## src/rtl/wr_fifo_burst_pkg.sv

```systemverilog
// Shared types and constants for the FIFO-to-AXI burst writer.
package wr_fifo_burst_pkg;

    typedef enum logic [2:0] {
        IDLE,
        ARMED,
        AW,
        W,
        B
    } state_t;

    localparam logic [1:0] OKAY   = 2'b00;
    localparam logic [1:0] SLVERR = 2'b10;

    // Bytes covered by one burst; the address step between consecutive bursts.
    function automatic int byte_stride(input int burst_len, input int data_width);
        return burst_len * (data_width / 8);
    endfunction

endpackage

```

## src/rtl/wr_fifo_skid_buf.sv

```systemverilog
// Two-entry register FIFO sitting between the FIFO read port and the AXI W channel.
module wr_fifo_skid_buf #(
    parameter int c_WIDTH = 32
) (
    input  logic               clk,
    input  logic               rst,
    input  logic               push,
    input  logic [c_WIDTH-1:0] din,
    input  logic               pop,
    output logic [c_WIDTH-1:0] dout,
    output logic [1:0]         occupancy
);

    logic [c_WIDTH-1:0] mem [2];
    logic               wr_ptr;
    logic               rd_ptr;

    assign dout = mem[rd_ptr];

    always_ff @(posedge clk) begin
        if (rst) begin
            mem[0]    <= '0;
            mem[1]    <= '0;
            wr_ptr    <= 1'b0;
            rd_ptr    <= 1'b0;
            occupancy <= 2'd0;
        end else begin
            if (push) begin
                mem[wr_ptr] <= din;
                wr_ptr      <= ~wr_ptr;
            end
            if (pop) begin
                rd_ptr <= ~rd_ptr;
            end
            occupancy <= occupancy + 2'(push) - 2'(pop);
        end
    end

endmodule

```

## src/rtl/wr_fifo_burst_writer.sv

```systemverilog
// Drains the write FIFO into fixed-length AXI write bursts, one frame at a time.
module wr_fifo_burst_writer
    import wr_fifo_burst_pkg::*;
#(
    parameter int c_DATA_WIDTH   = 32,
    parameter int c_ADDR_WIDTH   = 28,
    parameter int c_LEVEL_WIDTH  = 11,
    parameter int c_BURST_LEN    = 16,
    parameter int c_FRAME_BURSTS = 1200
) (
    input  logic                      rd_clk,
    input  logic                      rd_rst,
    input  logic                      frame_start,
    input  logic [c_ADDR_WIDTH-1:0]   frame_base,
    output logic                      fifo_rd_en,
    input  logic [c_DATA_WIDTH-1:0]   fifo_rd_data,
    input  logic                      fifo_rd_empty,
    input  logic [c_LEVEL_WIDTH-1:0]  fifo_rd_water_level,
    output logic [c_ADDR_WIDTH-1:0]   awaddr,
    output logic [7:0]                awlen,
    output logic                      awvalid,
    input  logic                      awready,
    output logic [c_DATA_WIDTH-1:0]   wdata,
    output logic [c_DATA_WIDTH/8-1:0] wstrb,
    output logic                      wlast,
    output logic                      wvalid,
    input  logic                      wready,
    input  logic [1:0]                bresp,
    input  logic                      bvalid,
    output logic                      bready,
    output logic                      busy,
    output logic                      frame_done,
    output logic                      err
);

    localparam int STRIDE = byte_stride(c_BURST_LEN, c_DATA_WIDTH);
    localparam int CNT_W  = $clog2(c_BURST_LEN + 1);
    localparam int FB_W   = $clog2(c_FRAME_BURSTS + 1);

    state_t                  state;
    logic [c_ADDR_WIDTH-1:0] cur_addr;
    logic [FB_W-1:0]         burst_cnt;
    logic [CNT_W-1:0]        req_cnt;
    logic [CNT_W-1:0]        beat_cnt;
    logic                    in_flight;
    logic [1:0]              occ;
    logic                    pop;

    wr_fifo_skid_buf #(
        .c_WIDTH (c_DATA_WIDTH)
    ) u_skid (
        .clk       (rd_clk),
        .rst       (rd_rst),
        .push      (in_flight),
        .din       (fifo_rd_data),
        .pop       (pop),
        .dout      (wdata),
        .occupancy (occ)
    );

    assign busy   = (state != IDLE);
    assign wvalid = (occ != 2'd0);
    assign pop    = wvalid && wready;
    assign wlast  = wvalid && (beat_cnt == CNT_W'(c_BURST_LEN - 1));
    assign wstrb  = {(c_DATA_WIDTH/8){wvalid}};

    // Room check counts the word already requested last cycle, so the skid never overflows.
    assign fifo_rd_en = (state == W) && (req_cnt < CNT_W'(c_BURST_LEN)) && !fifo_rd_empty
                        && ((3'(occ) + 3'(in_flight)) < (3'd2 + 3'(pop)));

    always_ff @(posedge rd_clk) begin
        if (rd_rst) begin
            state      <= IDLE;
            cur_addr   <= '0;
            burst_cnt  <= '0;
            req_cnt    <= '0;
            beat_cnt   <= '0;
            in_flight  <= 1'b0;
            awaddr     <= '0;
            awlen      <= 8'd0;
            awvalid    <= 1'b0;
            bready     <= 1'b0;
            frame_done <= 1'b0;
            err        <= 1'b0;
        end else begin
            frame_done <= 1'b0;
            in_flight  <= fifo_rd_en;
            if (fifo_rd_en) req_cnt  <= req_cnt + 1'b1;
            if (pop)        beat_cnt <= beat_cnt + 1'b1;

            case (state)
                IDLE: begin
                    if (frame_start) begin
                        cur_addr  <= frame_base;
                        burst_cnt <= '0;
                        err       <= 1'b0;
                        state     <= ARMED;
                    end
                end
                ARMED: begin
                    // A restart wins over a pending burst launch.
                    if (frame_start) begin
                        cur_addr  <= frame_base;
                        burst_cnt <= '0;
                    end else if (32'(fifo_rd_water_level) >= c_BURST_LEN) begin
                        awaddr  <= cur_addr;
                        awlen   <= 8'(c_BURST_LEN - 1);
                        awvalid <= 1'b1;
                        state   <= AW;
                    end
                end
                AW: begin
                    if (awready) begin
                        awvalid  <= 1'b0;
                        req_cnt  <= '0;
                        beat_cnt <= '0;
                        state    <= W;
                    end
                end
                W: begin
                    if (pop && wlast) begin
                        bready <= 1'b1;
                        state  <= B;
                    end
                end
                B: begin
                    if (bvalid) begin
                        bready    <= 1'b0;
                        burst_cnt <= burst_cnt + 1'b1;
                        if (bresp != OKAY) err <= 1'b1;
                        if (burst_cnt == FB_W'(c_FRAME_BURSTS - 1)) begin
                            frame_done <= 1'b1;
                            state      <= IDLE;
                        end else begin
                            cur_addr <= cur_addr + c_ADDR_WIDTH'(STRIDE);
                            state    <= ARMED;
                        end
                    end
                end
                default: state <= IDLE;
            endcase
        end
    end

endmodule

```

## config.mk

```make
export PLATFORM = sky130hd
export DESIGN_NAME = wr_fifo_burst_writer
export DESIGN_NICKNAME = d
export VERILOG_FILES = /design/src/rtl/wr_fifo_burst_pkg.sv /design/src/rtl/wr_fifo_skid_buf.sv /design/src/rtl/wr_fifo_burst_writer.sv
export SDC_FILE = /design/constraint.sdc
export NUM_CORES = 1
export LEC_CHECK = 0
export ABC_AREA = 0
export ABC_CLOCK_PERIOD_IN_PS = 2400
export BUFFER_PORTS_ARGS = -buffer_cell sky130_fd_sc_hd__buf_4
export CORE_AREA = 8 8 133 135
export CTS_CLUSTER_DIAMETER = 50
export DETAILED_ROUTE_END_ITERATION = 16
export DIE_AREA = 0 0 141 143
export PLACE_DENSITY = 0.66
export SYNTH_ARGS = -nofsm -noshare
export SYNTH_HDL_FRONTEND = slang
export SYNTH_SLANG_ARGS = --single-unit
```

## constraint.sdc

```tcl
create_clock -name rd_clk -period 2.4 [get_ports rd_clk]
set_input_delay 0.12 -clock rd_clk [delete_from_list [all_inputs] [get_ports rd_clk]]
set_output_delay 0.12 -clock rd_clk [all_outputs]
set_load 0.005 [all_outputs]
```

==> impl_metrics.tcl, run 1 <==
set metrics [dict create \
    rows 46 \
    synthDistinctLibCells 60 \
    rsz0062_at_grt "false" \
    portBuffers 151 \
    yosysWarnings 0 \
    status "finished clean" \
    clockBufferDepth 2 \
    min_period_over_period_pct 87.8 \
    power.leakage_nw 3.78 \
    grt_antenna_before_repair 0 \
    p_seq_share_pct 44.5 \
    slew_violations 0 \
    ff2ff_path_depth 5 \
    die_h_um 143 \
    fin_util_pct 59.8 \
    mappedNetlistArea_um2 7070 \
    gp_congestion 0.851 \
    skew_ns 0.0173 \
    cts.repair.resized 0 \
    yosys.area.top_type "edfxtp_1" \
    dp_hpwl_mm 11.9 \
    drv_cap 0 \
    vias_per_cell 5.15 \
    pwr-share-clk_pct 41.3 \
    cts_buffers 17 \
    die_area_um2 20200 \
    setup_viol 0 \
    drtIter0Drc 386 \
    syn_inst 679 \
    grt_pass1_wl_mm 28.3 \
    initial_core_util_pct 45.3 \
    grtUsageTotal_pct 17.6 \
    overflow 0 \
    die_w_um 141 \
    grt_max_degree 65 \
    max_clock_freq_ghz 0.475 \
    ant_nets 0 \
    worst_slew_pin_slew_ns 0.992 \
    hp-class "primary input to flip-flop" \
    crit_path_start_kind "flip-flop" \
    syn_avg_cell_area_um2 10.4 \
    whs_path_depth 3 \
    num-fill-cells 1294 \
    io_pins 160 \
    intPower_w 0.00508 \
    cts_setup_buffers 0 \
    report.final.hold_viol_count 0 \
    required_ns 2.68 \
    area_growth_syn_to_layout_pct 32.0 \
    fin_setup_tns_ns 0 \
    ys.flop_type "dfxtp_1" \
    drive_gt1_share_pct 27.7 \
    ys_seq_area_share_pct 53.0 \
    core_um2 15600 \
    path_max_fanout 31 \
    n_antenna_cell 0 \
    synthTopCellsByArea "edfxtp_1 (27%), dfxtp_1 (26%), and2_1 (6.4%), mux2_2 (5.3%), mux2i_1 (4.2%)" \
    fin_nets 941 \
    worstPathArrival_ns 2.39 \
    num_vias 5567 \
    drtPass1Iterations 5 \
    ys_ff_latch 155 \
    cts.htree.levels 4 \
    synth-edff-count 64 \
    crit_type "flip-flop to flip-flop" \
    clock-root-buffer "clkbuf_16" \
    relSlewSlack_pct 33.9 \
    cts_tree "done" \
    yosysTopAreaCellShare_pct 27.2 \
    switching_share_pct 23.6 \
    power_frac_comb_pct 14.1 \
    avgRoutedWirePerCell_um 16.3 \
    cp-end-kind "flip-flop" \
    period_needed_ns 2.11 \
    worstSkewPairLatency_ns 0.43 \
    ir_drop_mv 0.497 \
    wirelength_mm 17.6 \
    grt_pass1_vias 5608 \
    clk_pin_slew_ns 0.06 \
    synthArstFlopShare_pct 0 \
    p_switching_w 0.00157 \
    p_per_area_nw_per_um2 712 \
    clock_sinks 155 \
    drc 0 \
]
[power groups by stage]
stage	clock network (W)	registers, W	logic [W]
after global placement	0	0.00301	0.000873
final	0.00274	0.00296	0.000938
after detailed placement	0	0.00301	0.000887
after CTS	0.00281	0.00296	0.000949
after floorplan	0	0.00296	0.000544
after global routing	0.00292	0.00298	0.00102
[layer usage]
| metal | vias up | global-route usage [%] | wire (µm) |
|---|---|---|---|
| met4 | 0 | 6.05 | 122 |
| li1 | 2733 | - | - |
| met5 | - | 0 | 0 |
| met2 | 174 | 29.7 | 8710 |
| met3 | 13 | 4.74 | 1030 |
| met1 | 2647 | 21.2 | 7710 |
[per-stage QoR]
stage	hold slack (ns)	setup WS, ns	power (W)	cells	area, µm²
finish	0.0462	0.294	0.00664	1081	9330
detailed placement	0.384	0.287	0.00390	1006	8290
global route	0.0533	0.111	0.00691	1081	9330
floorplan	0.256	0.676	0.00351	682	7080
global placement	0.369	0.378	0.00388	1006	8290
CTS	0.0261	0.279	0.00672	1081	9330
[cells by family after synthesis]
family,Yosys count,synth area share [%]
simple gates,270,20.5
other cells,1,0.0531
xor+xnor,16,1.98
compound gates,102,8.87
fa+ha+maj,9,1.59
mux,63,9.51
flops,155,53.0
buf+inv,63,4.53
[worst max-delay path: stages (launching register included)]
cell	delay, ns
dfxtp_1	0.41
nor4b_1	0.19
nand2_1	0.09
and4b_2	0.90
mux2i_1	0.29
nor2_1	0.07
[synth_stat cells, types with 5 or more instances]
cell type,instances
dfxtp_1,91
nor2_1,76
and2_1,72
edfxtp_1,64
nand2_1,43
a21oi_1,36
mux2_2,33
mux2i_1,30
o21ai_0,28
clkbuf_1,23
nand3_1,17
buf_4,13
xor2_1,13
nand4_1,12
a211oi_1,10
buf_2,10
ha_1,9
inv_1,9
and3_1,7
and4_1,6
nor3_1,6
or3_1,6
nor4_1,5
o22ai_1,5
[final cells by class]
type / count / area, µm² / share of cell area [%]
Sequential cell: 155 / 3740 / 40.1
Multi-Input combinational cell: 464 / 3020 / 32.3
Timing Repair Buffer: 204 / 1650 / 17.7
Clock buffer: 23 / 503 / 5.39
Tap cell: 216 / 270 / 2.90
Clock inverter: 9 / 109 / 1.17
Inverter: 10 / 37.5 / 0.402
[path summary, 6_finish.rpt]
check	startpoint	slack [ns]	to
setup / recovery	state[0]$_SDFFE_PP0P_	0.29	awaddr[12]$_SDFFE_PP0P_
hold / removal	frame_base[25]	0.05	cur_addr[25]$_SDFFE_PP0P_
setup reg to reg	state[0]$_SDFFE_PP0P_	0.29	awaddr[12]$_SDFFE_PP0P_
hold reg to reg	cur_addr[0]$_SDFFE_PP0P_	0.46	cur_addr[0]$_SDFFE_PP0P_
[layout by cell type (no fill, tap or decap), types with 2 or more instances in the layout]
master / count
buf_4: 160
dfxtp_1: 91
nor2_1: 76
and2_1: 72
edfxtp_1: 64
nand2_1: 43
dlygate4sd3_1: 43
a21oi_1: 36
mux2_2: 33
mux2i_1: 30
o21ai_0: 28
clkbuf_16: 19
nand3_1: 17
xor2_1: 13
nand4_1: 12
a211oi_1: 10
inv_1: 9
ha_1: 9
and3_1: 7
nor3_1: 6
and4_1: 6
or3_1: 6
nor4_1: 5
o22ai_1: 5
a21o_1: 4
conb_1: 4
xnor2_1: 3
a31oi_1: 3
clkinv_2: 3
o21ai_2: 2
or2_2: 2
nor4bb_1: 2
a41oi_1: 2
o221a_2: 2
o31ai_1: 2
clkinv_4: 2
clkbuf_2: 2
bufinv_16: 2
[what timing repair did]
| action | 4_1_cts | 5_1_grt |
|---|---|---|
| hold buffers | 43 | 0 |
| endpoints found under the setup margin | 0 | 0 |
| hold endpoints to repair | 78 | 0 |
[state kept, by name, indices dropped and copies added (netlist names), named ones only]
| signal | cells |
|---|---|
| bready | 1 |
| awaddr | 28 |
| burst_cnt | 11 |
| frame_done | 1 |
| state | 3 |
| u_skid.occupancy | 2 |
| awvalid | 1 |
| err | 1 |
| u_skid.wr_ptr | 1 |
| in_flight | 1 |
| req_cnt | 5 |
| u_skid.mem | 64 |
| cur_addr | 28 |
| beat_cnt | 5 |
| awlen | 1 |
| u_skid.rd_ptr | 1 |
Power figures use the tool's default switching activity.
==> run 2, diff against run 1 <==
==> constraint.sdc (replaced) <==
create_clock -name rd_clk -period 2.4 [get_ports rd_clk]
set_input_delay 0.36 -clock rd_clk [delete_from_list [all_inputs] [get_ports rd_clk]]
set_output_delay 0.36 -clock rd_clk [all_outputs]
set_load 0.005 [all_outputs]
==> run 2 against run 1 <==
Effect of this change:
- hold slack better by 0.15 ns
- fmax is 8.0% lower
- count of clock-buffer cells in the layout is 4 lower
- worst setup slack worse by 0.18 ns
- first-iteration DRC count is 18% higher
- flip-flop and latch count stayed put
- combinational power is 4.2% lower
- register-to-register slack hardly changed
- critical endpoint is now fifo_rd_en
- highest routed layer unchanged
==> impl_metrics.tcl, run 2 (synthesis gave the netlist of run 1 again) <==
set metrics [dict create \
    path_max_fanout 6 \
    setup_viol 0 \
    grt_max_degree 63 \
    n_antenna_cell 0 \
    die_h_um 143 \
    area_growth_syn_to_layout_pct 26.3 \
    required_ns 2.04 \
    clock_sinks 155 \
    rsz0062_at_grt "false" \
    cts_tree "done" \
    startpoint "in_flight$_SDFF_PP0_" \
    drtPass1Iterations 5 \
    ant_nets 0 \
    skew_ns 0.00597 \
    wirelength_mm 17.4 \
    avgRoutedWirePerCell_um 16.7 \
    ir_drop_mv 0.486 \
    clockBufferDepth 2 \
    cts.htree.levels 4 \
    worstPathArrival_ns 1.93 \
    hp-start "frame_base[1]" \
    drtIter0Drc 455 \
    hp-class "primary input to flip-flop" \
    num_vias 5486 \
    crit_path_start_kind "flip-flop" \
    drive_gt1_share_pct 29.3 \
    regMostFlops "u_skid.mem" \
    relSlewSlack_pct 30.7 \
    worstSkewPairLatency_ns 0.42 \
    top_regs "u_skid.mem x64, awaddr x28, cur_addr x28" \
    finalPower_w 0.00660 \
    clock-root-buffer "clkbuf_16" \
    layout_commonest_cell "buf_4" \
    gp_congestion 0.855 \
    min_period_over_period_pct 95.4 \
    period_needed_ns 2.29 \
    slew_violations 0 \
    portBuffers 151 \
    cp-end-kind "output pin" \
    dp_hpwl_mm 12.3 \
    drc 0 \
    power.leakage_nw 3.59 \
    cts_setup_buffers 0 \
    grt_pass1_vias 5520 \
    worst_slew_pin_slew_ns 1.04 \
    die_w_um 141 \
    max_clock_freq_ghz 0.437 \
    drv_cap 0 \
    ff2ff_path_depth 5 \
    r2r_slack_ns 0.30 \
    whs_path_depth 3 \
    status "finished clean" \
    fin_setup_tns_ns 0 \
    reg2reg_from "state[0]$_SDFFE_PP0P_" \
    fin_nets 900 \
    crit_type "flip-flop to output pin" \
    initial_core_util_pct 45.3 \
    die_area_um2 20200 \
    io_pins 160 \
    report.final.hold_viol_count 0 \
    final_cell_mix "buf_4 (161), dfxtp_1 (91), nor2_1 (76)" \
    clk_pin_slew_ns 0.06 \
    cts_buffers 17 \
    largest_register_ffs 64 \
    grtUsageTotal_pct 17.3 \
    grt_antenna_before_repair 0 \
    grt_pass1_wl_mm 27.6 \
    overflow 0 \
    core_um2 15600 \
    rows 46 \
    p_per_area_nw_per_um2 740 \
    vias_per_cell 5.28 \
]
run 2: cell count changes in the layout (fill, tap and decap cells not counted), sizes merged:
cell | previous run | this run
clkinvlp | 1 | 6
clkinv | 6 | 3
clkbuf | 23 | 19
dlygate4sd3 | 43 | 0
inv | 10 | 9
buf | 161 | 163
bufinv | 2 | 4
run 2: per-layer routing:
layer | up-vias | GRT usage (%) | share of wire [%]
li1 | 2647 | - | -
met4 | 0 | 6.05 | 1.2
met1 | 2627 | 20.6 | 43
met2 | 192 | 29.5 | 49
met3 | 20 | 4.64 | 6.7
met5 | - | 0 | 0
run 2: path summary, 6_finish.rpt:
check                        endpoint
max                        fifo_rd_en
min          cur_addr[1]$_SDFFE_PP0P_
max reg2reg    awaddr[9]$_SDFFE_PP0P_
min reg2reg  cur_addr[1]$_SDFFE_PP0P_
run 2: repair_timing:
action | in CTS | in global routing
hold buffers | 0 | 0
endpoints found under the setup margin | 0 | 1
gates resized for setup | 0 | 1
run 2: critical path, stage by stage, from the launching register on:
cell     delay [ns]
dfxtp_1        0.44
ha_1           0.28
o21ai_0        0.38
and2_2         0.28
buf_4          0.13
run 2: final cells by class:
cell class | count | area, µm²
inverter | 10 | 37.5
multi-input combinational | 464 | 3020
clock inverter | 12 | 174
fill | 1343 | 6670
timing repair buffer | 163 | 1250
tap | 216 | 270
clock buffer | 19 | 433
sequential | 155 | 3740
run 2: per-stage QoR:
step | instance area, µm² | setup WS (ns) | utilization [%] | hold WS [ns] | instances
final | 8920 | 0.111 | 57.2 | 0.195 | 1039
after global routing | 8920 | 0.0142 | 57.2 | 0.195 | 1039
after CTS | 8920 | 0.0724 | 57.2 | 0.176 | 1039
after detailed placement | 8320 | 0.269 | 53.3 | 0.454 | 1008
after global placement | 8320 | 0.351 | 53.3 | 0.442 | 1008
after floorplan | 7080 | 0.436 | - | 0.433 | 682
run 2: report_power, final:
part | internal, W | switching [W]
clock network | 0.00173 | 0.00103
logic | 0.000488 | 0.000411
registers | 0.00285 | 0.0000921
total | 0.00506 | 0.00154
